## config.mk

```make
export PLATFORM = sky130hd
export DESIGN_NAME = adder_tree_seq_scheduler
export DESIGN_NICKNAME = d
export VERILOG_FILES = /design/src/rtl/adder_tree_seq_scheduler.sv
export SDC_FILE = /design/constraint.sdc
export NUM_CORES = 1
export LEC_CHECK = 0
export CAP_MARGIN = 25
export CORE_UTILIZATION = 35
export CTS_CLUSTER_SIZE = 30
export DETAILED_ROUTE_END_ITERATION = 16
export SLEW_MARGIN = 40
export SYNTH_ARGS = -nofsm -noshare
export SYNTH_HDL_FRONTEND = slang
export SYNTH_SLANG_ARGS = --single-unit
```

## constraint.sdc

```tcl
create_clock -name clk -period 16.85 [get_ports clk]
set_input_delay 4.2125 -clock clk [delete_from_list [all_inputs] [get_ports clk]]
set_output_delay 4.2125 -clock clk [all_outputs]
set_load 0.02 [all_outputs]
```

## src/rtl/adder_tree_seq_scheduler.sv

```systemverilog
// Sequential replacement for a parallel adder tree: one operand vector is accepted,
// reduced on a single shared adder (one addition per cycle) and returned as one sum.
module adder_tree_seq_scheduler #(
    parameter int ADDER_WIDTH  = 22,
    parameter int NUM_OPERANDS = 8,
    parameter int LOG2N        = $clog2(NUM_OPERANDS)
) (
    input  logic                                  clk,
    input  logic                                  rst,
    input  logic                                  in_valid,
    output logic                                  in_ready,
    input  logic [NUM_OPERANDS*ADDER_WIDTH-1:0]   in_ops,
    input  logic                                  flush,
    output logic                                  out_valid,
    input  logic                                  out_ready,
    output logic [ADDER_WIDTH+LOG2N-1:0]          sum,
    output logic                                  busy,
    output logic [1:0]                            dbg_state
);

    // Handshakes: a transfer happens on a rising edge where valid && ready are both 1;
    // valid/data stay stable until the transfer, ready never depends on valid.

    localparam int SW = ADDER_WIDTH + LOG2N;
    localparam logic [LOG2N-1:0] LAST_IDX = LOG2N'(NUM_OPERANDS - 1);

    typedef enum logic [1:0] {
        IDLE = 2'd0,
        ADD  = 2'd1,
        DONE = 2'd2
    } state_t;

    state_t                               state_q;
    logic [SW-1:0]                        acc_q;
    logic [SW-1:0]                        sum_q;
    logic [LOG2N-1:0]                     idx_q;
    logic [NUM_OPERANDS*ADDER_WIDTH-1:0]  ops_q;
    logic                                 in_ready_q;
    logic                                 out_valid_q;
    logic                                 busy_q;

    logic [ADDER_WIDTH-1:0]               op_sel;
    logic [SW-1:0]                        acc_d;

    // The single shared adder: accumulator plus the operand selected by idx.
    assign op_sel = ops_q[int'(idx_q)*ADDER_WIDTH +: ADDER_WIDTH];
    assign acc_d  = acc_q + {{LOG2N{1'b0}}, op_sel};

    always_ff @(posedge clk or posedge rst) begin
        if (rst) begin
            state_q     <= IDLE;
            acc_q       <= '0;
            sum_q       <= '0;
            idx_q       <= '0;
            ops_q       <= '0;
            in_ready_q  <= 1'b1;
            out_valid_q <= 1'b0;
            busy_q      <= 1'b0;
        end else if (flush) begin
            // Abort wins over both accept and the output handshake.
            state_q     <= IDLE;
            acc_q       <= '0;
            sum_q       <= '0;
            idx_q       <= '0;
            in_ready_q  <= 1'b1;
            out_valid_q <= 1'b0;
            busy_q      <= 1'b0;
        end else begin
            case (state_q)
                IDLE: begin
                    if (in_valid && in_ready_q) begin
                        ops_q      <= in_ops;
                        acc_q      <= {{LOG2N{1'b0}}, in_ops[ADDER_WIDTH-1:0]};
                        idx_q      <= LOG2N'(1);
                        state_q    <= ADD;
                        in_ready_q <= 1'b0;
                        busy_q     <= 1'b1;
                    end
                end
                ADD: begin
                    acc_q <= acc_d;
                    idx_q <= idx_q + 1'b1;
                    if (idx_q == LAST_IDX) begin
                        state_q     <= DONE;
                        sum_q       <= acc_d;
                        out_valid_q <= 1'b1;
                    end
                end
                DONE: begin
                    if (out_ready) begin
                        state_q     <= IDLE;
                        sum_q       <= '0;
                        out_valid_q <= 1'b0;
                        in_ready_q  <= 1'b1;
                        busy_q      <= 1'b0;
                    end
                end
                default: begin
                    state_q     <= IDLE;
                    sum_q       <= '0;
                    out_valid_q <= 1'b0;
                    in_ready_q  <= 1'b1;
                    busy_q      <= 1'b0;
                end
            endcase
        end
    end

    assign in_ready  = in_ready_q;
    assign out_valid = out_valid_q;
    assign sum       = sum_q;
    assign busy      = busy_q;
    assign dbg_state = state_q;

endmodule

```

Yosys cells after proc, flatten, opt, wreduce, memory -nomap -nowiden. Index checks and enable logic that the tools add are counted.

Div/mod/pow operators: 0. Add/sub/neg operators: 2. Equal/unequal tests: 8. Shift-type cells: 1. Multiplexer cells: 26. $mul: 1. $lt $le $gt $ge: 0. Bitwise logic cells: 1. Reductions and logical operators: 8.

Operators with widths (count): 176-bit by 9-bit indexed part select with 22-bit output (1); 25-bit two-way mux (5); 25-bit case mux with 3 select lines (1); 25-bit case mux with 2 select lines (1); 25-bit by 22-bit adder with 25-bit output (1); 3-bit AND reduction (4); 3-bit != test, second input constant (3); 1-bit case mux with 3 select lines (3); 1-bit two-way mux (8); 2-bit two-way mux (4); 3-bit by 4-bit multiplier with 7-bit output, second input constant (1); 3-bit two-way mux (2); 2-bit case mux with 3 select lines (1); 3-bit case mux with 2 select lines (1); 2-bit != test, second input constant (2); 3-bit by 1-bit adder with 3-bit output, second input constant (1); 3-bit == test, second input constant (1); 3-bit nonzero test (1); 2-bit by 1-bit == test with 1-bit output, second input constant (1); 2-bit == test, second input constant (1); 2-bit logical NOT (1); 2-bit AND reduction (1); 1-bit logical AND (1); 1-bit inverter (1).

Memories kept: 0. Latch bits: 0. Register bits: 234. Input bits: 181. RAM bits: 0. Memory bits (read-only): 0.

Depth between registers and ports, before layout.
Word-level depth: 6. Gate-level depth with buffers: 16. Mapped depth without buffers: 14.

Worst setup path after synthesis. Ideal clock, no wire load.

Kind: input -> register. Start: input flush. End: register ops_q[52]. Path buffers: 3. Library setup time: 0.065 ns. Data arrival time: 5.774 ns. Data required time: 16.785 ns. Cell stages on the path: 6. Path slack: 11.011 ns. Path through: clkbuf_1 -> nor4_1 -> clkbuf_1 -> buf_1 -> nand2_1 -> nand2_1.

Cells in the longest elaborated chain, start to end: 2.

RTL lines: start, declared (RTL line 13) `input logic flush,`; 1-bit inverter (no source line); 3-bit AND reduction (no source line); end signal, assigned (RTL line 72) `ops_q <= in_ops;`; end, declared (RTL line 37) `logic [NUM_OPERANDS*ADDER_WIDTH-1:0] ops_q;`.

No other way between the ends. A chain may end at the register's enable or synchronous reset.

Worst setup path in the final report.
Start: input flush. End: register sum_q[24] (netlist: sum[24]).

Cells in the longest elaborated chain, start to end: 2. Elaborated cells on any way between the ends: 5.

RTL lines: 3-bit != test (no source line) or 2-bit != test (tied branches); 3-bit AND reduction (no source line); end signal, assigned (RTL line 53) `sum_q <= '0;`; end signal, assigned (RTL line 63) `sum_q <= '0;`; end signal, assigned (RTL line 85) `sum_q <= acc_d;`; end, declared (RTL line 35) `logic [SW-1:0] sum_q;`.

Parallel ways exist; a longest one is shown, timed or not.

==> flow_summary.yaml <==
synthesis:
  synth_area_leader_cell: "dfrtp_1"
  syn_inst: 1170
  synth-seq-cells: 234
  syn_area_sq_um: 11400
  ys_types: 56
  yosys_warnings: 0
  synth_top_area_share: 0.513
  synth.area.top_cells: "dfrtp_1 (51%), nand2_1 (18%), mux4_2 (8.7%)"
  synth-seq-area-share: 0.515
  ys.flop_type: "dfrtp_1"
  synth_fp_nets: 1376
  avgSynthCellArea_sq_um: 9.72
  ys_async_sr_fraction: 1.00
  yosysMostFrequentCell: "nand2_1"
  synth_common_cells: "nand2_1 (550), dfrtp_1 (233), clkbuf_1 (54)"
  synth_edf_count: 0
place:
  dpl_cell_area_sq_um: 13900
  place_inst: 1761
  dp_hpwl_um: 22300
  place.gp.congestion: 0.827
  portBuffers: 210
sta:
  rsz0062_at_grt: "false"
  holdWs_ns: 0.469
  clock_skew_ns: 0.0107
  setup_viol: 0
  tns_ns: 0
  finalCritPeriodShare: 0.393
  fin_crit_ns: 6.62
  relSlewSlack: 0.438
  finalMaxSlewViolations: 0
  finalHoldViolCount: 0
  fmax_mhz: 151
  worstMarginPinSlew_ns: 0.838
power_and_ir_drop:
  max-vdd-ir-drop_uv: 67.7
  total_power_mw: 1.72
  powerDensity_nw_per_um2: 117
  p_leak_nw: 7.02
floorplan:
  initial_core_util: 0.358
  io_pins: 211
  die_w_um: 182
  dieArea_sq_um: 33200
  core_sq_um: 31800
  die_h_um: 182
  std_cell_rows: 65
grt:
  grt-ovfl-total: 0
  grt_pass1_vias: 8747
  grt_max_degree: 115
  use_met1: 0.279
  gr-usage-met2: 0.320
  grt_pass1_wl_um: 50100
  grt_usage: 0.195
  grt.met3_usage: 0.0245
  antenna_found_initial: 2
  grt_busiest_layer: "met2"
worst_setup_path:
  critPathBufInv: 2
  cpMostUsedCell: "nand2_1"
  cp.required_ns: 17.31
  end_kind: "flop"
  cpMaxStageDelayCell: "nor3_2"
  crit_arrival_ns: 7.08
  crit_type: "primary input to flop"
  max_stage_delay_ns: 0.80
  crit_family: "simple AND/OR/NAND/NOR gates"
  worst_setup_path_start_kind: "primary input"
  worstPathMaxFanout: 22
  crit_chain: "clkdlybuf4s50_1, nor3_2, nand3_1, nor2_1, buf_4, nand2_1, mux2_2, nand2_1"
job:
  cap_violations: 0
cells_and_area:
  nNetsFinal: 1560
  drive_gt1_frac: 0.0995
  fin_cells: 1803
  design_area_sq_um: 14700
  seq_area_sq_um: 5860
  nFillCells: 3020
  syn_to_final_growth_pct: 29.5
  multi_input_area_sq_um: 5220
route:
  drc: 0
  final_antenna_net_count: 0
  via_per_inst: 4.84
  drtIter0Drc: 571
  drt_wl_total_um: 31800
  first_pass_iters: 5
  routedWlPerCell_um: 17.7
  via_count: 8723
clock_tree:
  cts_buffers: 26
  root_buffer: "clkbuf_16"
  cts_resized: 0
  clock-sinks: 234
  clkLatencyLatePin_ns: 0.53
  cts_tree: "yes"
  htreeDepth: 1
  hold_buffers: 0
  postCtsSetupBuffers: 0
  clk_pin_slew_ns: 0.06
  cts.path.max_buffers: 3
status:
  status: "finished clean"
min_path:
  holdCritPathClass: "flop to flop"
-- worst reg2reg max path, cell delays in order, from the launching register on --
cell      delay [ns]
dfrtp_4         0.60
buf_4           0.62
mux4_2          0.68
mux2_2          0.31
ha_1            0.35
nor2b_1         0.14
o21ai_0         0.11
a21o_1          0.23
a31oi_1         0.42
a211oi_1        0.16
nor2_1          0.34
a31oi_1         0.16
xnor2_1         0.16
a221o_1         0.30
-- power breakdown --
| part | total (mW) | switching (mW) | internal (mW) |
|---|---|---|---|
| Sequential | 0.730 | 0.0612 | 0.669 |
| Combinational | 0.428 | 0.227 | 0.201 |
| Clock | 0.559 | 0.223 | 0.336 |
-- layer usage --
metal | share of wire | wire length, um
met1 | 0.46 | 14700
met2 | 0.48 | 15300
met3 | 0.044 | 1400
met4 | 0.013 | 420
met5 | 0.00041 | 13
-- cells in the final DEF, fill, tap and decap left out, types with 12 or more instances in the layout --
cell type,count
nand2_1,550
dfrtp_1,231
clkdlybuf4s50_1,210
mux4_2,44
clkbuf_16,27
a21oi_1,25
o21ai_0,24
ha_1,24
mux2_2,22
a22o_1,22
nor2_1,18
xnor2_1,12
-- layout make-up --
type / count / share of cell area
antenna: 1 / 0.000170
clock buffer: 36 / 0.0509
clock inverter: 5 / 0.00510
inverter: 12 / 0.00357
multi-input combinational: 858 / 0.355
sequential: 234 / 0.398
tap: 435 / 0.0370
timing repair buffer: 222 / 0.150
-- logic make-up (layout without fill, tap and decap cells) --
logic type                 count (synthesis)  after routing  synth area share
other                                      0              1                 0
adders and majority gates                 25             25            0.0282
muxes                                     76             76             0.118
DFF                                      234            234             0.515
xor gates and xnor gates                  20             20            0.0154
and+or+nand+nor                          611            611             0.211
buffers and inverters                     78            275            0.0272
AOI/OAI and AO/OA                        126            126            0.0851
-- registers in the layout, summed over array words and instances (netlist names) --
| register | flops |
|---|---|
| ops_q | 176 |
| idx_q | 3 |
| out_valid | 1 |
| dbg_state | 2 |
| acc_q | 25 |
| sum | 25 |
| busy | 1 |
| in_ready | 1 |
-- per-stage QoR --
step / setup slack (ns) / util
final: 10.23 / 0.463
after global routing: 10.04 / 0.463
after CTS: 10.24 / 0.463
after detailed placement: 9.70 / 0.437
after global placement: 9.70 / 0.436
after floorplan: 6.22 / -
-- worst paths after layout --
path | to | depth (start not counted) | startpoint | slack, ns
setup / recovery | sum[24] | 8 | flush | 10.23
hold reg to reg | ops_q[136] | 2 | ops_q[136] | 0.47
hold / removal | ops_q[136] | 2 | ops_q[136] | 0.47
setup reg to reg | acc_q[20] | 13 | idx_q[0] | 12.15
max in group asynchronous | idx_q[0] | 3 | rst | 11.50
min in group asynchronous | ops_q[129] | 2 | rst | 4.19
(Power assumes the default switching activity.)
